===== src/rtl/spi_flash_pkg.sv =====
// Shared definitions for the SPI NOR-flash target: opcodes, FSM states,
// status register bit positions and the erase size encoding.
package spi_flash_pkg;

  localparam logic [7:0] CmdProg      = 8'h02;
  localparam logic [7:0] CmdRead      = 8'h03;
  localparam logic [7:0] CmdWrdi      = 8'h04;
  localparam logic [7:0] CmdStatus    = 8'h05;
  localparam logic [7:0] CmdWren      = 8'h06;
  localparam logic [7:0] CmdFastRead  = 8'h0B;
  localparam logic [7:0] CmdErase4k   = 8'h20;
  localparam logic [7:0] CmdDualRead  = 8'h3B;
  localparam logic [7:0] CmdId9e      = 8'h9E;
  localparam logic [7:0] CmdId9f      = 8'h9F;
  localparam logic [7:0] CmdEn4b      = 8'hB7;
  localparam logic [7:0] CmdErase64k  = 8'hD8;
  localparam logic [7:0] CmdEx4b      = 8'hE9;

  typedef enum logic [3:0] {
    StCmd,
    StStatus,
    StAddr,
    StDummy,
    StRead,
    StReadId,
    StProg,
    StErase,
    StIgnore
  } state_e;

  localparam int unsigned StatusWip = 0;
  localparam int unsigned StatusWel = 1;

  localparam logic Erase4k  = 1'b0;
  localparam logic Erase64k = 1'b1;

endpackage


===== src/rtl/spi_sync_edge.sv =====
// Brings the asynchronous SPI pins into the clk domain and detects SPI clock
// edges.
//   clk, reset_n        : system clock, async active-low reset
//   spi_clk/csel_n/mosi : raw SPI pins
//   rise, fall          : one-cycle pulses on synchronised spi_clk edges
//   cs_active           : synchronised chip select asserted
//   mosi_s              : synchronised MOSI, aligned with rise
module spi_sync_edge (
  input  logic clk,
  input  logic reset_n,
  input  logic spi_clk,
  input  logic spi_csel_n,
  input  logic spi_mosi,
  output logic rise,
  output logic fall,
  output logic cs_active,
  output logic mosi_s
);

  // sclk carries one extra stage to hold the previous synchronised value.
  logic [2:0] sclk_q, sclk_d;
  logic [1:0] cs_q, cs_d;
  logic [1:0] mosi_q, mosi_d;

  always_comb begin
    sclk_d = {sclk_q[1:0], spi_clk};
    cs_d   = {cs_q[0], spi_csel_n};
    mosi_d = {mosi_q[0], spi_mosi};
  end

  always_ff @(posedge clk or negedge reset_n) begin
    if (!reset_n) begin
      sclk_q <= '0;
      cs_q   <= 2'b11;
      mosi_q <= '0;
    end else begin
      sclk_q <= sclk_d;
      cs_q   <= cs_d;
      mosi_q <= mosi_d;
    end
  end

  assign rise      = sclk_q[1] & ~sclk_q[2];
  assign fall      = ~sclk_q[1] & sclk_q[2];
  assign cs_active = ~cs_q[1];
  assign mosi_s    = mosi_q[1];

endmodule


===== src/rtl/spi_flash_target.sv =====
// Oversampled SPI NOR-flash target running entirely on clk.
//   SPI side    : spi_clk, spi_csel_n, spi_mosi in; spi_io_out/spi_io_oe out
//   read port   : rd_req/rd_addr out, rd_valid/rd_data in
//   program     : wr_strobe/wr_addr/wr_data out
//   erase       : erase_req/erase_addr/erase_size out, busy_done in
//   log         : log_strobe/log_val for every host byte in CMD/ADDR/PROG
module spi_flash_target
  import spi_flash_pkg::*;
#(
  parameter int unsigned ADDR_W       = 25,
  parameter int unsigned DUMMY_CYCLES = 8,
  parameter logic [23:0] JEDEC_ID     = 24'h20BA19,
  parameter bit          DUAL_EN      = 1'b1,
  parameter int unsigned PAGE_W       = 8
) (
  input  logic              clk,
  input  logic              reset_n,
  input  logic              spi_clk,
  input  logic              spi_csel_n,
  input  logic              spi_mosi,
  output logic [1:0]        spi_io_out,
  output logic [1:0]        spi_io_oe,
  output logic              spi_active,
  output logic              rd_req,
  output logic [ADDR_W-1:0] rd_addr,
  input  logic              rd_valid,
  input  logic [7:0]        rd_data,
  output logic              wr_strobe,
  output logic [ADDR_W-1:0] wr_addr,
  output logic [7:0]        wr_data,
  output logic              erase_req,
  output logic [ADDR_W-1:0] erase_addr,
  output logic              erase_size,
  input  logic              busy_done,
  output logic              log_strobe,
  output logic [7:0]        log_val
);

  logic rise, fall, cs_active, mosi_s;

  spi_sync_edge u_sync (
    .clk       (clk),
    .reset_n   (reset_n),
    .spi_clk   (spi_clk),
    .spi_csel_n(spi_csel_n),
    .spi_mosi  (spi_mosi),
    .rise      (rise),
    .fall      (fall),
    .cs_active (cs_active),
    .mosi_s    (mosi_s)
  );

  state_e            state_q, state_d;
  logic [7:0]        cmd_q, cmd_d;
  logic [7:0]        bit_cnt_q, bit_cnt_d;
  logic [ADDR_W-2:0] in_sr_q, in_sr_d;
  logic [ADDR_W-1:0] addr_q, addr_d;
  logic [7:0]        out_sr_q, out_sr_d;
  logic [1:0]        id_idx_q, id_idx_d;
  logic              wip_q, wip_d, wel_q, wel_d, addr4_q, addr4_d;
  logic [1:0]        io_out_q, io_out_d, io_oe_q, io_oe_d;
  logic              rd_req_q, rd_req_d;
  logic [ADDR_W-1:0] rd_addr_q, rd_addr_d;
  logic              wr_strobe_q, wr_strobe_d;
  logic [ADDR_W-1:0] wr_addr_q, wr_addr_d;
  logic [7:0]        wr_data_q, wr_data_d;
  logic              erase_req_q, erase_req_d;
  logic [ADDR_W-1:0] erase_addr_q, erase_addr_d;
  logic              erase_size_q, erase_size_d;
  logic              log_strobe_q, log_strobe_d;
  logic [7:0]        log_val_q, log_val_d;

  // in_full is the shift register including the bit arriving this cycle.
  logic [ADDR_W-1:0] in_full;
  logic [7:0]        op, addr_bits, status_byte;
  logic [ADDR_W-1:0] addr_inc, erase_mask;
  logic [PAGE_W-1:0] page_off_inc;
  logic              wip_bd, dual_rd, out_last;

  assign in_full      = {in_sr_q, mosi_s};
  assign op           = in_full[7:0];
  assign addr_bits    = addr4_q ? 8'd32 : 8'd24;
  assign addr_inc     = addr_q + ADDR_W'(1);
  assign page_off_inc = addr_q[PAGE_W-1:0] + PAGE_W'(1);
  assign erase_mask   = (cmd_q == CmdErase64k) ? ({ADDR_W{1'b1}} << 16)
                                               : ({ADDR_W{1'b1}} << 12);
  // busy_done takes effect in the same cycle so a status load sees WIP cleared.
  assign wip_bd       = wip_q & ~busy_done;
  assign dual_rd      = (state_q == StRead) && (cmd_q == CmdDualRead);

  always_comb begin
    status_byte            = 8'h00;
    status_byte[StatusWip] = wip_bd;
    status_byte[StatusWel] = wel_q;
  end

  function automatic logic [7:0] id_byte(input logic [1:0] idx);
    case (idx)
      2'd0:    return JEDEC_ID[7:0];
      2'd1:    return JEDEC_ID[15:8];
      2'd2:    return JEDEC_ID[23:16];
      default: return 8'h00;
    endcase
  endfunction

  always_comb begin
    state_d      = state_q;
    cmd_d        = cmd_q;
    bit_cnt_d    = bit_cnt_q;
    in_sr_d      = in_sr_q;
    addr_d       = addr_q;
    out_sr_d     = out_sr_q;
    id_idx_d     = id_idx_q;
    wip_d        = wip_bd;
    wel_d        = wel_q;
    addr4_d      = addr4_q;
    io_out_d     = io_out_q;
    io_oe_d      = io_oe_q;
    rd_req_d     = 1'b0;
    rd_addr_d    = rd_addr_q;
    wr_strobe_d  = 1'b0;
    wr_addr_d    = wr_addr_q;
    wr_data_d    = wr_data_q;
    erase_req_d  = 1'b0;
    erase_addr_d = erase_addr_q;
    erase_size_d = erase_size_q;
    log_strobe_d = 1'b0;
    log_val_d    = log_val_q;
    out_last     = 1'b0;

    if (!cs_active) begin
      state_d   = StCmd;
      bit_cnt_d = '0;
      io_oe_d   = '0;
      io_out_d  = '0;
    end else if (rise) begin
      in_sr_d   = in_full[ADDR_W-2:0];
      bit_cnt_d = bit_cnt_q + 8'd1;
      if ((state_q inside {StCmd, StAddr, StProg}) && (bit_cnt_q[2:0] == 3'd7)) begin
        log_strobe_d = 1'b1;
        log_val_d    = op;
      end
      unique case (state_q)
        StCmd: begin
          if (bit_cnt_q == 8'd7) begin
            cmd_d     = op;
            bit_cnt_d = '0;
            in_sr_d   = '0;
            if (wip_bd && !(op inside {CmdStatus, CmdId9e, CmdId9f})) begin
              state_d = StIgnore;
            end else begin
              unique case (op)
                CmdStatus: begin
                  state_d  = StStatus;
                  out_sr_d = status_byte;
                end
                CmdWren: begin
                  wel_d   = 1'b1;
                  state_d = StIgnore;
                end
                CmdWrdi: begin
                  wel_d   = 1'b0;
                  state_d = StIgnore;
                end
                CmdEn4b: begin
                  if (wel_q) addr4_d = 1'b1;
                  state_d = StIgnore;
                end
                CmdEx4b: begin
                  if (wel_q) addr4_d = 1'b0;
                  state_d = StIgnore;
                end
                CmdRead, CmdFastRead: state_d = StAddr;
                CmdDualRead: state_d = DUAL_EN ? StAddr : StIgnore;
                CmdProg, CmdErase4k, CmdErase64k: state_d = wel_q ? StAddr : StIgnore;
                CmdId9e, CmdId9f: begin
                  state_d  = StReadId;
                  out_sr_d = id_byte(2'd0);
                  id_idx_d = 2'd1;
                end
                default: state_d = StIgnore;
              endcase
            end
          end
        end
        StAddr: begin
          if (bit_cnt_q == addr_bits - 8'd1) begin
            bit_cnt_d = '0;
            addr_d    = in_full;
            unique case (cmd_q)
              CmdRead: begin
                state_d   = StRead;
                rd_req_d  = 1'b1;
                rd_addr_d = in_full;
              end
              CmdFastRead, CmdDualRead: state_d = StDummy;
              CmdProg: begin
                state_d = StProg;
                wip_d   = 1'b1;
                wel_d   = 1'b0;
              end
              CmdErase4k, CmdErase64k: begin
                state_d      = StErase;
                erase_req_d  = 1'b1;
                erase_addr_d = in_full & erase_mask;
                erase_size_d = (cmd_q == CmdErase64k) ? Erase64k : Erase4k;
                wip_d        = 1'b1;
                wel_d        = 1'b0;
              end
              default: state_d = StIgnore;
            endcase
          end
        end
        StDummy: begin
          if (bit_cnt_q == 8'(DUMMY_CYCLES - 1)) begin
            state_d   = StRead;
            bit_cnt_d = '0;
            rd_req_d  = 1'b1;
            rd_addr_d = addr_q;
          end
        end
        StProg: begin
          if (bit_cnt_q == 8'd7) begin
            bit_cnt_d   = '0;
            wr_strobe_d = 1'b1;
            wr_addr_d   = addr_q;
            wr_data_d   = op;
            addr_d      = {addr_q[ADDR_W-1:PAGE_W], page_off_inc};
          end
        end
        default: bit_cnt_d = bit_cnt_q;
      endcase
    end else if (fall && (state_q inside {StStatus, StRead, StReadId})) begin
      if (dual_rd) begin
        io_out_d = out_sr_q[7:6];
        out_sr_d = {out_sr_q[5:0], 2'b00};
        io_oe_d  = 2'b11;
        out_last = (bit_cnt_q == 8'd3);
      end else begin
        io_out_d = {out_sr_q[7], 1'b0};
        out_sr_d = {out_sr_q[6:0], 1'b0};
        io_oe_d  = 2'b10;
        out_last = (bit_cnt_q == 8'd7);
      end
      bit_cnt_d = out_last ? 8'd0 : bit_cnt_q + 8'd1;
      // Reload on the fall that drives the final bit of the current byte.
      if (out_last) begin
        unique case (state_q)
          StStatus: out_sr_d = status_byte;
          StReadId: begin
            out_sr_d = id_byte(id_idx_q);
            if (id_idx_q != 2'd3) id_idx_d = id_idx_q + 2'd1;
          end
          StRead: begin
            addr_d    = addr_inc;
            rd_req_d  = 1'b1;
            rd_addr_d = addr_inc;
          end
          default: ;
        endcase
      end
    end

    if (cs_active && (state_q == StRead) && rd_valid) out_sr_d = rd_data;
  end

  always_ff @(posedge clk or negedge reset_n) begin
    if (!reset_n) begin
      state_q      <= StCmd;
      cmd_q        <= '0;
      bit_cnt_q    <= '0;
      in_sr_q      <= '0;
      addr_q       <= '0;
      out_sr_q     <= '0;
      id_idx_q     <= '0;
      wip_q        <= 1'b0;
      wel_q        <= 1'b0;
      addr4_q      <= 1'b0;
      io_out_q     <= '0;
      io_oe_q      <= '0;
      rd_req_q     <= 1'b0;
      rd_addr_q    <= '0;
      wr_strobe_q  <= 1'b0;
      wr_addr_q    <= '0;
      wr_data_q    <= '0;
      erase_req_q  <= 1'b0;
      erase_addr_q <= '0;
      erase_size_q <= 1'b0;
      log_strobe_q <= 1'b0;
      log_val_q    <= '0;
    end else begin
      state_q      <= state_d;
      cmd_q        <= cmd_d;
      bit_cnt_q    <= bit_cnt_d;
      in_sr_q      <= in_sr_d;
      addr_q       <= addr_d;
      out_sr_q     <= out_sr_d;
      id_idx_q     <= id_idx_d;
      wip_q        <= wip_d;
      wel_q        <= wel_d;
      addr4_q      <= addr4_d;
      io_out_q     <= io_out_d;
      io_oe_q      <= io_oe_d;
      rd_req_q     <= rd_req_d;
      rd_addr_q    <= rd_addr_d;
      wr_strobe_q  <= wr_strobe_d;
      wr_addr_q    <= wr_addr_d;
      wr_data_q    <= wr_data_d;
      erase_req_q  <= erase_req_d;
      erase_addr_q <= erase_addr_d;
      erase_size_q <= erase_size_d;
      log_strobe_q <= log_strobe_d;
      log_val_q    <= log_val_d;
    end
  end

  assign spi_io_out = io_out_q;
  assign spi_io_oe  = io_oe_q;
  assign spi_active = cs_active;
  assign rd_req     = rd_req_q;
  assign rd_addr    = rd_addr_q;
  assign wr_strobe  = wr_strobe_q;
  assign wr_addr    = wr_addr_q;
  assign wr_data    = wr_data_q;
  assign erase_req  = erase_req_q;
  assign erase_addr = erase_addr_q;
  assign erase_size = erase_size_q;
  assign log_strobe = log_strobe_q;
  assign log_val    = log_val_q;

endmodule


===== config.mk =====
export PLATFORM = sky130hd
export DESIGN_NAME = spi_flash_target
export DESIGN_NICKNAME = d
export VERILOG_FILES = /design/src/rtl/spi_flash_pkg.sv /design/src/rtl/spi_sync_edge.sv /design/src/rtl/spi_flash_target.sv
export SDC_FILE = /design/constraint.sdc
export NUM_CORES = 1
export LEC_CHECK = 0
export ABC_AREA = 1
export ABC_CLOCK_PERIOD_IN_PS = 2700
export CORE_UTILIZATION = 50
export CTS_CLUSTER_SIZE = 40
export DETAILED_ROUTE_END_ITERATION = 10
export GPL_ROUTABILITY_DRIVEN = 0
export PLACE_DENSITY = 0.73
export SYNTH_ARGS = -nofsm -noshare
export SYNTH_HDL_FRONTEND = slang
export SYNTH_SLANG_ARGS = --single-unit

===== constraint.sdc =====
create_clock -name clk -period 2.7 [get_ports clk]
set_input_delay 0.54 -clock clk [delete_from_list [all_inputs] [get_ports clk]]
set_output_delay 0.54 -clock clk [all_outputs]
set_load 0.05 [all_outputs]

==> impl_results.md <==
- Outcome: finished clean
- Crit-path cells: inv_1, clkdlybuf4s50_1
- Buffers & Inverters on Critical Path: 2
- Setup fix buffers added after clock tree synthesis: 0
- Detailed-route wire length per cell: 15.7 um
- Site Rows: 50
- Final WL: 25.3 mm
- Vias in the first global route: about 8400
- Top-Level Pins: 116
- Antenna viol nets, final: 0
- GR met1 Demand/Resource: a little over a third
- Wire length of the first global-routing pass: around 42 mm
- Clock Sink Count: 177
- Number of library cell types mapped by synthesis: 42
- Grt met3 use: 4.34%
- Minimum period implied by the final worst setup slack: between 2 and 3 ns
- Count of flip-flops with a built-in enable after synthesis: 0
- Worst hold-check path type: primary input to asynchronous set/reset pin
- RSZ-0062 raised after global routing: no
- Worst relative slew slack: 37.2%
- Max Clk Rate: 393 MHz
- First-pass iteration count of the detailed router: 6
- Clk Latency, worst-skew pair: 0.44 ns
- Part of the total power dissipated in combinational logic: 16.0%
- Top-area cell type share of the netlist area: 46.0%
- Largest net degree at the start of global routing: 61
- Biggest area consumer among synthesized cells: sky130_fd_sc_hd__dfrtp_1
- Number of max-slew violations in the final report: 0
- Initial antenna violation count: 0
- Chip Width: 140 um
- Synth-to-layout area growth: 19.7%
- Count of vias placed by the detailed router: 8814
- Root Buffer Master: sky130_fd_sc_hd__clkbuf_16
- Worst setup skew after layout: 0.00987 ns
- Remaining design rule violation count: 0
- Share of the yosys chip area belonging to registers: between 40% and 50%
- Top area cells in the synthesized netlist: sky130_fd_sc_hd__dfrtp_1, sky130_fd_sc_hd__nand2_1, sky130_fd_sc_hd__o21ai_0
- Number of endpoints failing setup at the final stage: 0
- Post-CTS Hold Fix Bufs: 0
- Crit end category: primary output
- HPWL reported at the end of detailed placement: 17.9 mm
- Routing layer with the top usage in global route: met2
- Number of fill cells in the layout: 1686
- Setup slack after layout: between 0.15 and 0.2 ns
- Power density of the placed cells: 599 nW/um^2
- Global-route track usage on met2: 45.5%
- Avg Inst Size Synth: 7.48 um^2
- Worst slack after detailed placement: 0.463 ns
- Multi-input gate area in the final layout: between 4000 and 5000 um^2
- Post-DR vias/cell: approximately 5.5
- Number of instances in the synthesized netlist: about 1300
- Maximum fanout count along the critical path: 10
- Iteration-0 DRC Markers: between 900 and 1000
- Portion of the clock cycle consumed by the worst path in the final layout: 94.3%
- FFs w/ async S/R, synth: between 90% and 100%
- Switching power as a share of total power: 30.1%
- Required @ worst endpoint: between 2 and 2.5 ns
- Crit start category: flip-flop
- CTS H-tree lvls: 4
- Crit Path Category: flip-flop to primary output
- Arrival time reported for the critical path endpoint: 2.01 ns
- Diodes inserted: 0
- Clock network power share: 40.0%
- Count of nets after finishing: around 1400
- Slowest cell on crit path: sky130_fd_sc_hd__clkdlybuf4s50_1
- Die outline area: around 20000 um^2
- Fraction of final layout cells with drive strength greater than 1: under 10%
- Transition time of the tightest slew-check pin: about 0.94 ns
- Initial core utilization: about half
- Clock transition time at the flip-flop clock pins of the worst setup and hold paths: 0.07 ns
- Warnings from Yosys: 0
- Share of power burned in registers: 44.0%
- Number of max-cap violations: 0
- Setup TNS Final: 0 ns
- Vertical die dimension: ~140 um
- Final cell utilization of the core: around 61%
- Gates resized, CTS repair: 0
- Post-Synthesis Cell Area: 9520 um^2
- Number of synthesized register bits: ~180
- Max stage delay on crit path: about 0.73 ns
- Lkg Pwr: 5.58 nW
- Global router's overall resource usage: 27.1%
- Peak supply drop: 0.476 mV
- Clock tree buffer depth: 2
- Final hold vios: 0
- Global-route congestion overflow total: 0
- Input/output buffers: 103
- Number of buffers added by the clock tree synthesis step: 17
- Internal power summed over all cells: around 4.8 mW
- Sequential Area: 4430 um^2
- Clock tree from TritonCTS: yes
- Top Family by Delay on Critical Path: buffers and inverters
- Reported net switching power: 2.05 mW
- Core area: 18700 um^2
- Flip-flop cell with the highest count after synthesis: sky130_fd_sc_hd__dfrtp_1
power by group through the flow:
| stage | Combinational (mW) | Clock [mW] | Sequential [mW] |
|---|---|---|---|
| after floorplan | 0.762 | 0 | 2.99 |
| after global routing | 1.23 | 2.87 | 3.02 |
| after CTS | 1.08 | 2.75 | 2.99 |
| final | 1.09 | 2.73 | 3.00 |
| after detailed placement | 1.07 | 0 | 3.04 |
| after global placement | 1.06 | 0 | 3.04 |
final timing paths:
kind / slack [ns] / start / end / cells past startpoint
worst max-delay path: 0.15 / u_sync.cs_q[1]$_DFF_PN1_ / spi_active / 2
worst min-delay path: 0.05 / reset_n / rd_addr[9]$_DFFE_PN0P_ / 1
worst max register to register: 0.41 / state_q[1]$_DFFE_PN0P_ / rd_addr[20]$_DFFE_PN0P_ / 11
worst min register to register: 0.35 / u_sync.mosi_q[0]$_DFF_PN0_ / u_sync.mosi_q[1]$_DFF_PN0_ / 0
max in group asynchronous: 1.93 / reset_n / id_idx_q[0]$_DFFE_PN0P_ / 2
min in group clk: 0.35 / u_sync.mosi_q[0]$_DFF_PN0_ / u_sync.mosi_q[1]$_DFF_PN0_ / 0
logic make-up after synthesis:
| kind of cell | synth area share, % |
|---|---|
| compound gates | 12.3 |
| buf+inv | 8.47 |
| simple gates | 30.3 |
| fa+ha+maj | 0.920 |
| other cells | 0.0394 |
| flops | 46.6 |
| xor+xnor | 1.38 |
Yosys cell counts, types with 2 or more instances:
cell / count
sky130_fd_sc_hd__nand2_1: 421
sky130_fd_sc_hd__dfrtp_1: 175
sky130_fd_sc_hd__inv_1: 117
sky130_fd_sc_hd__nor2_1: 107
sky130_fd_sc_hd__o21ai_0: 92
sky130_fd_sc_hd__nand3_1: 90
sky130_fd_sc_hd__o21ai_1: 34
sky130_fd_sc_hd__a21oi_1: 33
sky130_fd_sc_hd__o22ai_1: 26
sky130_fd_sc_hd__buf_2: 20
sky130_fd_sc_hd__clkbuf_1: 20
sky130_fd_sc_hd__nand4_1: 17
sky130_fd_sc_hd__buf_4: 14
sky130_fd_sc_hd__xor2_1: 14
sky130_fd_sc_hd__o21a_1: 11
sky130_fd_sc_hd__inv_2: 10
sky130_fd_sc_hd__ha_1: 7
sky130_fd_sc_hd__o21ai_2: 7
sky130_fd_sc_hd__nand2_2: 6
sky130_fd_sc_hd__o31ai_1: 6
sky130_fd_sc_hd__nand3b_1: 5
sky130_fd_sc_hd__nor2_4: 5
sky130_fd_sc_hd__nand3_2: 4
sky130_fd_sc_hd__nor3_1: 4
sky130_fd_sc_hd__buf_6: 3
sky130_fd_sc_hd__nand2_4: 3
sky130_fd_sc_hd__and2_1: 2
sky130_fd_sc_hd__buf_1: 2
sky130_fd_sc_hd__clkinv_1: 2
sky130_fd_sc_hd__dfstp_2: 2
sky130_fd_sc_hd__nand2_8: 2
cell usage in the layout (no fill, tap or decap), drive strengths merged:
cell | Yosys | layout
dfrtp | 175 | 175
nor2 | 113 | 113
or2 | 1 | 1
o21ai | 133 | 133
nand3 | 95 | 95
xnor2 | 1 | 1
ha | 7 | 7
inv | 127 | 130
bufinv | 0 | 4
nand3b | 5 | 5
nand4 | 18 | 18
xor2 | 14 | 14
buf | 39 | 21
o21a | 11 | 11
a21oi | 33 | 33
o22ai | 26 | 26
a22o | 1 | 1
a21o | 1 | 1
clkbuf | 20 | 19
and2 | 2 | 2
conb | 1 | 12
dfstp | 2 | 2
a31oi | 1 | 1
o31ai | 6 | 6
nand2 | 432 | 432
clkinvlp | 0 | 1
clkdlybuf4s50 | 0 | 102
clkinv | 2 | 7
nor3 | 6 | 6
cell type report:
type                            instances  share of cell area (%)
Clock buffer                           19                    3.98
Clock inverter                         13                    1.76
Inverter                              129                    4.25
Multi-Input combinational cell        918                    37.9
Sequential cell                       177                    38.9
Tap cell                              234                    2.57
Timing Repair Buffer                  123                    10.6
per-stage QoR:
stage	instances	total power [mW]	area, um^2	hold slack [ns]
2_1_floorplan	1283	3.75	9560	0.244
3_3_place_gp	1581	4.10	10700	0.334
3_5_place_dp	1581	4.11	10700	0.336
4_1_cts	1613	6.83	11400	0.0687
5_1_grt	1613	7.11	11400	0.0852
6_report	1613	6.82	11400	0.0505
metal layers:
| metal | up-vias | part of all wire, % |
|---|---|---|
| li1 | 4267 | - |
| met1 | 4178 | 42 |
| met2 | 314 | 49 |
| met3 | 55 | 5.8 |
| met4 | 0 | 2.7 |
| met5 | - | 0 |
sequential cells by signal, indices dropped and copies added, names as in the netlist, 2 cells and up:
register and flops:
cmd_q 8, u_sync.cs_q 2, rd_addr 25, u_sync.mosi_q 2, wr_data 8, u_sync.sclk_q 3
in_sr_q 24, out_sr_q 8, addr_q 25, spi_io_out 2, log_val 8, spi_io_oe 2
state_q 4, erase_addr 13, bit_cnt_q 8, id_idx_q 2, wr_addr 25
Power figures use the tool's default switching activity.
